## src/rtl/jacaranda_imem_loader.sv

```systemverilog
// jacaranda_imem_loader: wishbone program loader into jacaranda-8 imem; JACARANDA_LOADER_CSUM_EN adds a checksum reg at 0x10
module jacaranda_imem_loader #(
   parameter int          ADDR_W     = 8,
   parameter int          FIFO_DEPTH = 4,
   parameter logic [31:0] BASE_ADDR  = 32'h3000_0000
) (
   input  logic              wb_clk_i,
   input  logic              wb_rst_i,
   input  logic              wbs_cyc_i,
   input  logic              wbs_stb_i,
   input  logic              wbs_we_i,
   input  logic [3:0]        wbs_sel_i,
   input  logic [31:0]       wbs_adr_i,
   input  logic [31:0]       wbs_dat_i,
   output logic              wbs_ack_o,
   output logic [31:0]       wbs_dat_o,
   output logic              imem_we_o,
   output logic [ADDR_W-1:0] imem_addr_o,
   output logic [7:0]        imem_data_o,
   output logic              cpu_rst_o,
   output logic              busy_o
);
   localparam int PW = $clog2(FIFO_DEPTH);
   typedef enum logic [1:0] {S_LOAD, S_FLUSH, S_RUN} state_t;
   state_t state_q, state_d;
   logic ack_q, ack_d, we_q, we_d, cpu_rst_q, cpu_rst_d, load_q, load_d;
   logic ovf_q, ovf_d, err_q, err_d;
   logic [31:0] dat_q, dat_d, rdata, status, csum_rd;
   logic [ADDR_W-1:0] ptr_q, ptr_d, iaddr_q, iaddr_d;
   logic [7:0] idata_q, idata_d, off;
   logic [PW-1:0] wp_q, wp_d, rp_q, rp_d;
   logic [PW:0] cnt_q, cnt_d;
   logic [ADDR_W+7:0] mem_q [FIFO_DEPTH];
   logic [ADDR_W+7:0] mem_d [FIFO_DEPTH];
   logic [15:0] csum_q, csum_d;
   logic req, wr, hit, empty, full, drain, wr_ctrl, wr_data, wr_addr, clr, in_load, push;
   logic unused;
   assign unused = ^{wbs_sel_i, wbs_dat_i, csum_q};
   assign wbs_ack_o   = ack_q;
   assign wbs_dat_o   = dat_q;
   assign imem_we_o   = we_q;
   assign imem_addr_o = iaddr_q;
   assign imem_data_o = idata_q;
   assign cpu_rst_o   = cpu_rst_q;
   assign busy_o      = ~empty;
   // bus decode, register side effects, FIFO bookkeeping and state transitions
   always_comb begin
      hit     = wbs_adr_i[31:8] == BASE_ADDR[31:8];
      req     = wbs_cyc_i & wbs_stb_i & hit & ~ack_q;
      wr      = req & wbs_we_i;
      off     = wbs_adr_i[7:0];
      empty   = cnt_q == '0;
      full    = cnt_q == (PW+1)'(FIFO_DEPTH);
      drain   = state_q != S_RUN & ~empty;
      in_load = state_q == S_LOAD;
      wr_ctrl = wr & off == 8'h00;
      wr_data = wr & off == 8'h04 & wbs_sel_i[0];
      wr_addr = wr & off == 8'h0C;
      clr     = wr_ctrl & wbs_dat_i[1];
      push    = wr_data & in_load & ~full;
`ifdef JACARANDA_LOADER_CSUM_EN
      csum_d  = clr ? 16'h0 : we_q ? csum_q + 16'(idata_q) : csum_q;
      csum_rd = {16'h0, csum_q};
`else
      csum_d  = 16'h0;
      csum_rd = '0;
`endif
      status  = {16'h0, 8'(ptr_q), 3'b0, err_q, ovf_q, load_q, empty, full};
      rdata   = off == 8'h00 ? {31'h0, load_q} :
                off == 8'h08 ? status :
                off == 8'h0C ? 32'(ptr_q) :
                off == 8'h10 ? csum_rd : '0;
      ack_d   = req;
      dat_d   = req & ~wbs_we_i ? rdata : '0;
      state_d = wr_ctrl ? (wbs_dat_i[0] ? S_LOAD : in_load ? S_FLUSH : state_q) :
                (state_q == S_FLUSH & empty) ? S_RUN : state_q;
      load_d  = wr_ctrl ? wbs_dat_i[0] : load_q;
      cpu_rst_d = state_d != S_RUN;
      ptr_d   = clr ? '0 : wr_addr ? wbs_dat_i[ADDR_W-1:0] :
                (wr_data & in_load) ? ptr_q + ADDR_W'(1) : ptr_q;
      ovf_d   = ~clr & (ovf_q | (wr_data & in_load & full));
      err_d   = ~clr & (err_q | (wr_data & ~in_load));
      mem_d   = mem_q;
      if (push) mem_d[wp_q] = {ptr_q, wbs_dat_i[7:0]};
      wp_d    = push ? wp_q + PW'(1) : wp_q;
      rp_d    = drain ? rp_q + PW'(1) : rp_q;
      cnt_d   = cnt_q + (PW+1)'(push) - (PW+1)'(drain);
      we_d    = drain;
      iaddr_d = drain ? mem_q[rp_q][ADDR_W+7:8] : iaddr_q;
      idata_d = drain ? mem_q[rp_q][7:0] : idata_q;
   end
   // all state and registered outputs
   always_ff @(posedge wb_clk_i) begin
      if (wb_rst_i) begin
         state_q   <= S_LOAD;
         ack_q     <= 1'b0;
         dat_q     <= '0;
         we_q      <= 1'b0;
         iaddr_q   <= '0;
         idata_q   <= '0;
         cpu_rst_q <= 1'b1;
         load_q    <= 1'b1;
         ovf_q     <= 1'b0;
         err_q     <= 1'b0;
         ptr_q     <= '0;
         wp_q      <= '0;
         rp_q      <= '0;
         cnt_q     <= '0;
         csum_q    <= '0;
      end else begin
         state_q   <= state_d;
         ack_q     <= ack_d;
         dat_q     <= dat_d;
         we_q      <= we_d;
         iaddr_q   <= iaddr_d;
         idata_q   <= idata_d;
         cpu_rst_q <= cpu_rst_d;
         load_q    <= load_d;
         ovf_q     <= ovf_d;
         err_q     <= err_d;
         ptr_q     <= ptr_d;
         wp_q      <= wp_d;
         rp_q      <= rp_d;
         cnt_q     <= cnt_d;
         mem_q     <= mem_d;
         csum_q    <= csum_d;
      end
   end
endmodule

```

## config.mk

```make
export PLATFORM = sky130hd
export DESIGN_NAME = jacaranda_imem_loader
export DESIGN_NICKNAME = d
export VERILOG_FILES = /design/src/rtl/jacaranda_imem_loader.sv
export SDC_FILE = /design/constraint.sdc
export NUM_CORES = 1
export LEC_CHECK = 0
export CAP_MARGIN = 20
export CORE_UTILIZATION = 53
export DETAILED_ROUTE_END_ITERATION = 16
export PLACE_DENSITY = 0.93
export SLEW_MARGIN = 20
export SYNTH_ARGS = -nofsm -noshare
export SYNTH_HDL_FRONTEND = slang
export SYNTH_SLANG_ARGS = --single-unit
```

## constraint.sdc

```tcl
create_clock -name wb_clk_i -period 3.6 [get_ports wb_clk_i]
set_input_delay 0.36 -clock wb_clk_i [delete_from_list [all_inputs] [get_ports wb_clk_i]]
set_output_delay 0.36 -clock wb_clk_i [all_outputs]
set_load 0.1 [all_outputs]
```

# Word level (Yosys, flattened, before mapping)
# Index checks and enable logic that the tools add are counted.
# totals
inputBits	73
regBits	135
elab_cells	94
out_inout_bits	52
# classes
mux	15
addsub	5
n_reduce_logical	11
n_bitwise	31
n_lt_le_gt_ge	3
n_eq_ne	8
# ops
op	n
64-bit bitwise mux	1
16-bit two-way mux	4
16-bit binary-select mux with 2-bit select	1
16-bit demux with 2-bit select	1
24-bit by 22-bit equality test with 1-bit output (second input constant)	1
8-bit two-way mux	3
1-bit AND	18
8-bit by 4-bit equality test with 1-bit output (second input constant)	2
1-bit NOT	9
8-bit by 1-bit adder with 8-bit output (second input constant)	1
8-bit by 3-bit equality test with 1-bit output (second input constant)	1
8-bit zero test	1
2-bit two-way mux	4
3-bit >= comparator (second input constant)	2
2-bit NOT with 3-bit output	2
5-bit OR reduction	1
2-bit by 1-bit adder with 2-bit output (second input constant)	2
2-bit inequality test (second input constant)	2
2-bit OR reduction	2
4-bit OR reduction	1
3-bit by 1-bit adder with 3-bit output	1
3-bit equality test (second input constant)	1
3-bit zero test	1
3-bit by 1-bit < comparator with 1-bit output (second input constant)	1
9 further kinds	10

# Depth between registers and ports, before layout
# Gate-level depths: netlist of the first run.
# logic_depth
depth_word	10
ltp_mapped	12
ltp_nobuf	11

# Worst setup path before layout of the first run
# OpenSTA, ideal clock, no wires.
# synth_timing
path_type	flip-flop to flip-flop
start	register cnt_q[1]
end	register cnt_q[2]
setup_ns	0.128
period_less_slack_ns	3.126
setup_slack_ns	0.474
path_buffers	1
required_time_ns	3.472
stages_incl_launch_ff	13
t_arrival_ns	2.999
cell_sequence	dfxtp_1 > nor3_1 > inv_1 > nand2_1 > inv_2 > clkbuf_1 > ha_1 > inv_1 > ha_1 > fa_1 > xnor2_1 > xnor2_1 > nor2_1
# synth_via
elab_cells_between_ends	8
classes_between	add/sub: 2; eq/ne: 1; bitwise: 4; reduce/logical: 1
# synth_rtl
element	line	source
from (decl)	32	logic [PW:0] cnt_q, cnt_d;
from (signal assigned)	124	cnt_q <= cnt_d;
3-bit zero test	52	empty = cnt_q == '0;
1-bit NOT	--	
via busy_o	21	output logic busy_o
1-bit AND	54	drain = state_q != S_RUN & ~empty;
via drain	36	logic req, wr, hit, empty, full, drain, wr_ctrl, wr_data, wr_addr, clr, in_load, push;
3-bit by 1-bit subtractor with 3-bit output	87	cnt_d = cnt_q + (PW+1)'(push) - (PW+1)'(drain);
# The timed path passes the listed nets, and every way through them passes these cells.
# A chain may end at the register's enable or synchronous reset.

# Worst setup path in the final report of the first run
# layout_timing
start	register state_q[1]
end	register cnt_q[2]
# layout_via
elab_chain_len	5
elab_cells_between_ends	7
classes_between	add/sub: 2; eq/ne: 1; bitwise: 3; reduce/logical: 1
# layout_rtl
element	line	source
from (decl)	25	state_t state_q, state_d;
from (signal assigned)	111	state_q <= state_d;
2-bit zero test	55	in_load = state_q == S_LOAD;
1-bit AND (2 in a row)	60	push = wr_data & in_load & ~full;
3-bit by 1-bit adder with 3-bit output	87	
3-bit by 1-bit subtractor with 3-bit output (*)	87	
# Every way passes the cells marked *; elsewhere a longest branch is shown, timed or not.

==> results of run 1 <==
==> flip-flops by register name (all words and copies together) (netlist names), 2 cells and up <==
register     count
cnt_q            3
imem_addr_o      8
imem_data_o      8
mem_q           64
ptr_q            8
rp_q             2
state_q          2
wbs_dat_o       16
wp_q             2
==> per-stage QoR <==
step	setup WS (ns)	cells	util	instance area, sq um
floorplan	0.474	411	-	5020
global placement	0.635	577	0.656	5840
detailed placement	0.538	577	0.656	5840
CTS	0.876	609	0.724	6430
global route	0.619	609	0.724	6440
finish	0.800	609	0.724	6440
==> power groups by stage <==
stage               registers, W  clock network, W  logic (W)
finish                   0.00160           0.00167    0.00141
global route             0.00162           0.00174    0.00149
CTS                      0.00160           0.00168    0.00141
detailed placement       0.00163                 0    0.00140
global placement         0.00162                 0    0.00136
floorplan                0.00207                 0   0.000622
==> worst max-delay path by stage <==
| stage | startpoint | to | slack, ns |
|---|---|---|---|
| 3_5_place_dp | wbs_adr_i[11] | cnt_q[2] | 0.54 |
| 2_1_floorplan | cnt_q[1] | cnt_q[2] | 0.47 |
| 4_1_cts | cnt_q[1] | busy_o | 0.88 |
| 5_1_grt | state_q[1] | cnt_q[2] | 0.62 |
| 3_3_place_gp | wbs_adr_i[12] | cnt_q[2] | 0.63 |
| 6_report | state_q[1] | cnt_q[2] | 0.80 |
==> layout by cell type, fill, tap and decap left out, types with 3 or more instances in the layout <==
| cell | instances |
|---|---|
| clkbuf_16 | 17 |
| nand4_1 | 6 |
| and2_1 | 13 |
| nor4_1 | 7 |
| nand3_1 | 6 |
| edfxtp_1 | 64 |
| or4_1 | 3 |
| clkdlybuf4s50_1 | 81 |
| nor2_1 | 21 |
| conb_1 | 16 |
| mux4_2 | 16 |
| nor4b_1 | 3 |
| buf_4 | 8 |
| a21oi_1 | 29 |
| inv_1 | 11 |
| mux2i_1 | 4 |
| dfxtp_1 | 55 |
| nand2_1 | 47 |
| nor3b_1 | 4 |
| nor4_2 | 3 |
| o31ai_1 | 5 |
| clkinv_4 | 4 |
| a211o_1 | 3 |
| xnor2_1 | 4 |
| ha_1 | 7 |
| nor2b_1 | 3 |
| and4_1 | 4 |
| nand2b_1 | 4 |
| nor3_1 | 8 |
| o21ai_0 | 7 |
| clkinvlp_4 | 3 |
==> routing by layer <==
metal | part of all wire | up-vias | global-route usage | wire length [um]
li1 | - | 1622 | - | -
met1 | 0.35 | 1762 | 0.320 | 4440
met2 | 0.50 | 301 | 0.463 | 6290
met3 | 0.10 | 71 | 0.0780 | 1270
met4 | 0.048 | 0 | 0.164 | 610
met5 | 0 | - | 0 | 0
==> critical path, stage by stage (launching register included) <==
cell and delay (ns):
dfxtp_1 0.39, nor4b_1 0.56, nand2b_1 0.20, nor2_1 0.13, nand2_1 0.09, ha_1 0.28, inv_1 0.04, ha_1 0.19
fa_1 0.38, xnor2_1 0.20, xnor2_1 0.15, nor2_1 0.06
==> Yosys cell counts, types with 7 or more instances <==
cell       n  area share
o21ai_0    7      0.0071
a21oi_1   29       0.029
edfxtp_1  64        0.39
nand2_1   47       0.036
and2_1    13       0.016
clkbuf_1   8      0.0061
dfxtp_1   55        0.22
nor3_1     8      0.0081
buf_4     16       0.024
ha_1       7       0.018
nor4_1     8       0.010
mux4_2    16       0.073
inv_1     11      0.0083
nor2_1    21       0.016
==> logic make-up (layout without fill, tap and decap cells) <==
kind of cell | after synthesis | in the layout | share of synthesized area
simple gates | 144 | 144 | 0.162
compound gates | 54 | 54 | 0.0650
flops | 119 | 119 | 0.609
fa+ha+maj | 8 | 8 | 0.0217
other cells | 1 | 16 | 0.000756
mux | 22 | 22 | 0.0852
buf+inv | 43 | 133 | 0.0471
xor+xnor | 5 | 5 | 0.00882
==> area by class of cell <==
cell class / count / area, sq um
tap: 108 / 135
sequential: 119 / 3020
fill: 529 / 2450
clock inverter: 13 / 145
timing repair buffer: 89 / 871
inverter: 12 / 45.0
clock buffer: 19 / 453
multi-input combinational: 249 / 1770
==> metrics, run 1 <==
Hold Slack=0.453 ns; GP Congestion=0.890; post-route total power=0.00468 W; largest net degree at the start of global routing=31; Residual DRC=0; largest buffer count on any clock path=2; first-pass GRT wire length=20,200 um; Congestion Overflow GR=0; H-tree Lvls=4; hold_sp=imem_data_o[5]; flop2flop setup slack=0.80 ns; Reg2Reg Depth=11; Skew-Pair Late Insertion Delay=0.51 ns; period utilization=0.778; Post-CTS Hold Buffers=0; cts repair resizes=0; CTS Buf Count=17; vias in the first global route=3,916; die height=98.8 um; Core Region=8890 sq um; WL final=12,600 um; Crit path arrival time=3.17 ns; Hold Fails Final Rpt=0; pwr dens=727 nW/um^2; Clk network pwr share=0.357; post-CTS setup repair buffer count=0; sequential-to-total area share from yosys stat=0.609; WHS Endpoint=imem_data_o[5]; hpwl dp=7560 um; P_sw=0.00169 W; Avg WL per Cell=20.7 um; element type at the critical path start=register; Hold/Removal Path Class=reg -> reg; Hold Path Cell Cnt=2; ys flop type=edfxtp_1; Power Internal=0.00299 W; Post-synth EDFFs=64; Slew Limit Headroom=0.329; Final ANT Viol Nets=0; FF-to-FF Start=state_q[1]; clock skew=0.0168 ns; synthesis-to-finish area growth=29.8%; Yosys reg bits=119; Initial Utilization=0.558; Port Buffers=81; layout cells sized above 1=0.144; Clk pin slew, worst setup/hold paths=0.06 ns; Required @ worst endpoint=3.97 ns; RR Endpoint=cnt_q[2]; RSZ-0062 raised after global routing=false; maxcap violations=0; CTS root buf=clkbuf_8; Die ar.=9760 sq um; sequential power share=0.342; DR vias=3,756; fmax=0.357 GHz; Cell variety after synth=54; Std-Cell Rows=34; Worst VDD drop=0.437 mV; YS warnings=0; actual slew at the worst max-slew pin=1.00 ns; Setup Total Neg Slack=0 ns; Max Slew Vio Count=0; P_leak=2.24 nW; fraction of registers with async set/reset=0; CTS tree=done; initial antenna violation count=0; fin nets=569; Top Ports=125; result of the run=finished clean; Comb power frac=0.301; Mapped Area=4960 sq um; crit-path max FO=8; DR vias/cell=6.17; Total GRT Usage=0.277; Avg Cell Area, Syn=12.5 sq um; DR pass1 iterations=5; synthesized instance count=396; final setup violating endpoints=0; Sink Count=119; Period minus WS final=2.80 ns; Antenna diodes=0; Worst Setup End Kind=register; Iter 0 DRT Violations=332; Chip Width=98.8 um; switching share of power=0.362; WS Path Type=reg -> reg
No activity file was read; power rests on OpenSTA's default activity.
==> run 2, diff against run 1 <==
- CORE_UTILIZATION: 53 -> 44
- PLACE_DENSITY: 0.93 -> 0.84
- clock period: 3.6 -> 2.3 ns (I/O delays scaled with it)
==> metrics, run 2 (synthesis results as in run 1) <==
Hold Fails Final Rpt=0; Skew-Pair Late Insertion Delay=0.41 ns; Hold/Removal Path Class=reg -> reg; Avg WL per Cell=17.0 um; H-tree Lvls=4; DR pass1 iterations=4; worst slack, placed=-0.408 ns; maxcap violations=0; Period minus WS final=2.26 ns; Slew Limit Headroom=0.608; commonest non-fill, non-tap cell in the layout=buf_4; Power Internal=0.00484 W; Final ANT Viol Nets=0; Crit path arrival time=2.56 ns; WHS Endpoint=imem_data_o[1]; first-pass GRT wire length=18,200 um; CTS root buf=clkbuf_16; FF-to-FF Start=state_q[0]; post-route cell area=6890 sq um; Chip Width=108 um; placed inst area=6220 sq um; Top Ports=125; P_sw=0.00268 W; hold_sp=imem_data_o[1]; WS Path Type=in -> reg; Sink Count=119; RR Endpoint=cnt_q[2]; Clk pin slew, worst setup/hold paths=0.06 ns; period utilization=0.982; largest buffer count on any clock path=2; final setup violating endpoints=0; Post-CTS Hold Buffers=0; largest net degree at the start of global routing=22; result of the run=finished clean; Worst VDD drop=0.827 mV; WL final=11,600 um; synthesis-to-finish area growth=38.7%; Initial Utilization=0.454; switching share of power=0.356; CTS Buf Count=17; pwr dens=1090 nW/um^2; flop2flop setup slack=0.11 ns; vias in the first global route=3,630; Required @ worst endpoint=2.60 ns; Reg2Reg Depth=11; GP Congestion=0.842; Residual DRC=0; clock skew=0.00827 ns; fmax=0.443 GHz; hpwl dp=7710 um; sequential power share=0.333; die height=108 um; CTS tree=done; Hold Path Cell Cnt=2; max FFs per register=64; fin nets=612; Port Buffers=81; Core Region=10,900 sq um; element type at the critical path start=input port; actual slew at the worst max-slew pin=0.587 ns; P_leak=2.58 nW; Std-Cell Rows=38; initial antenna violation count=0; Die ar.=11,700 sq um; Worst Setup End Kind=register; Clk network pwr share=0.355; Iter 0 DRT Violations=245; post-route total power=0.00752 W; DR vias=3,612; Total GRT Usage=0.211; Antenna diodes=0; Biggest register=mem_q; Comb power frac=0.312; DR vias/cell=5.29; Congestion Overflow GR=0; crit-path max FO=2; layout cells sized above 1=0.315; Max Slew Vio Count=0; setup ws final=0.0403 ns; most frequent cells in the layout=buf_4 (83), edfxtp_1 (64), dfxtp_1 (51), nand2_1 (45), clkdlybuf4s50_1 (42)
## run 2: worst max-delay path by stage
| stage | startpoint | end | slack (ns) | depth (start not counted) |
|---|---|---|---|---|
| after detailed placement | wbs_adr_i[11] | cnt_q[2] | -0.41 | 12 |
| after global placement | wbs_adr_i[3] | cnt_q[2] | -0.36 | 12 |
| after floorplan | cnt_q[2] | cnt_q[2] | -0.54 | 12 |
| final | wbs_adr_i[20] | cnt_q[2] | 0.04 | 12 |
| after global routing | wbs_adr_i[20] | cnt_q[2] | -0.03 | 12 |
| after CTS | wbs_adr_i[11] | cnt_q[2] | 0.03 | 12 |
## run 2: layout make-up
class | count | area (sq um)
clock buffer | 19 | 443
clock inverter | 12 | 153
fill | 830 | 4050
inverter | 12 | 53.8
multi-input combinational | 249 | 1870
sequential | 119 | 3030
tap | 140 | 175
timing repair buffer | 132 | 1160
## run 2: metrics by stage
stage	hold WS [ns]	std cells	setup TNS, ns	util
2_1_floorplan	0.307	411	-0.946	-
3_3_place_gp	0.443	650	-14.05	0.569
3_5_place_dp	0.447	650	-18.61	0.569
4_1_cts	0.456	681	0	0.624
5_1_grt	0.476	683	-0.0335	0.630
6_report	0.453	683	0	0.630
## run 2: metal layers
layer | track usage | wire length [um]
met1 | 0.247 | 4660
met2 | 0.366 | 6110
met3 | 0.0657 | 722
met4 | 0.0665 | 130
met5 | 0 | 0
## run 2: power by group through the flow
stage | sequential, W | combinational (W) | clock, W
floorplan | 0.00327 | 0.00109 | 0
global placement | 0.00253 | 0.00229 | 0
CTS | 0.00251 | 0.00235 | 0.00269
finish | 0.00250 | 0.00235 | 0.00267
detailed placement | 0.00255 | 0.00234 | 0
global route | 0.00252 | 0.00248 | 0.00279
## run 2: what timing repair did
action | CTS | global route
gates cloned | 0 | 0
buffers inserted | 0 | 2
gates resized for setup | 2 | 12
pin swaps | 0 | 9
endpoints found under the setup margin | 1 | 2
## run 2: critical path: stages
cell and delay, ns:
clkdlybuf4s50_1 0.45, nor4b_2 0.30, nand3_1 0.15, nor2_2 0.17, nand2_2 0.08, ha_4 0.26, inv_2 0.04, ha_4 0.15
fa_2 0.37, xnor2_2 0.17, xnor2_1 0.13, nor2_1 0.05
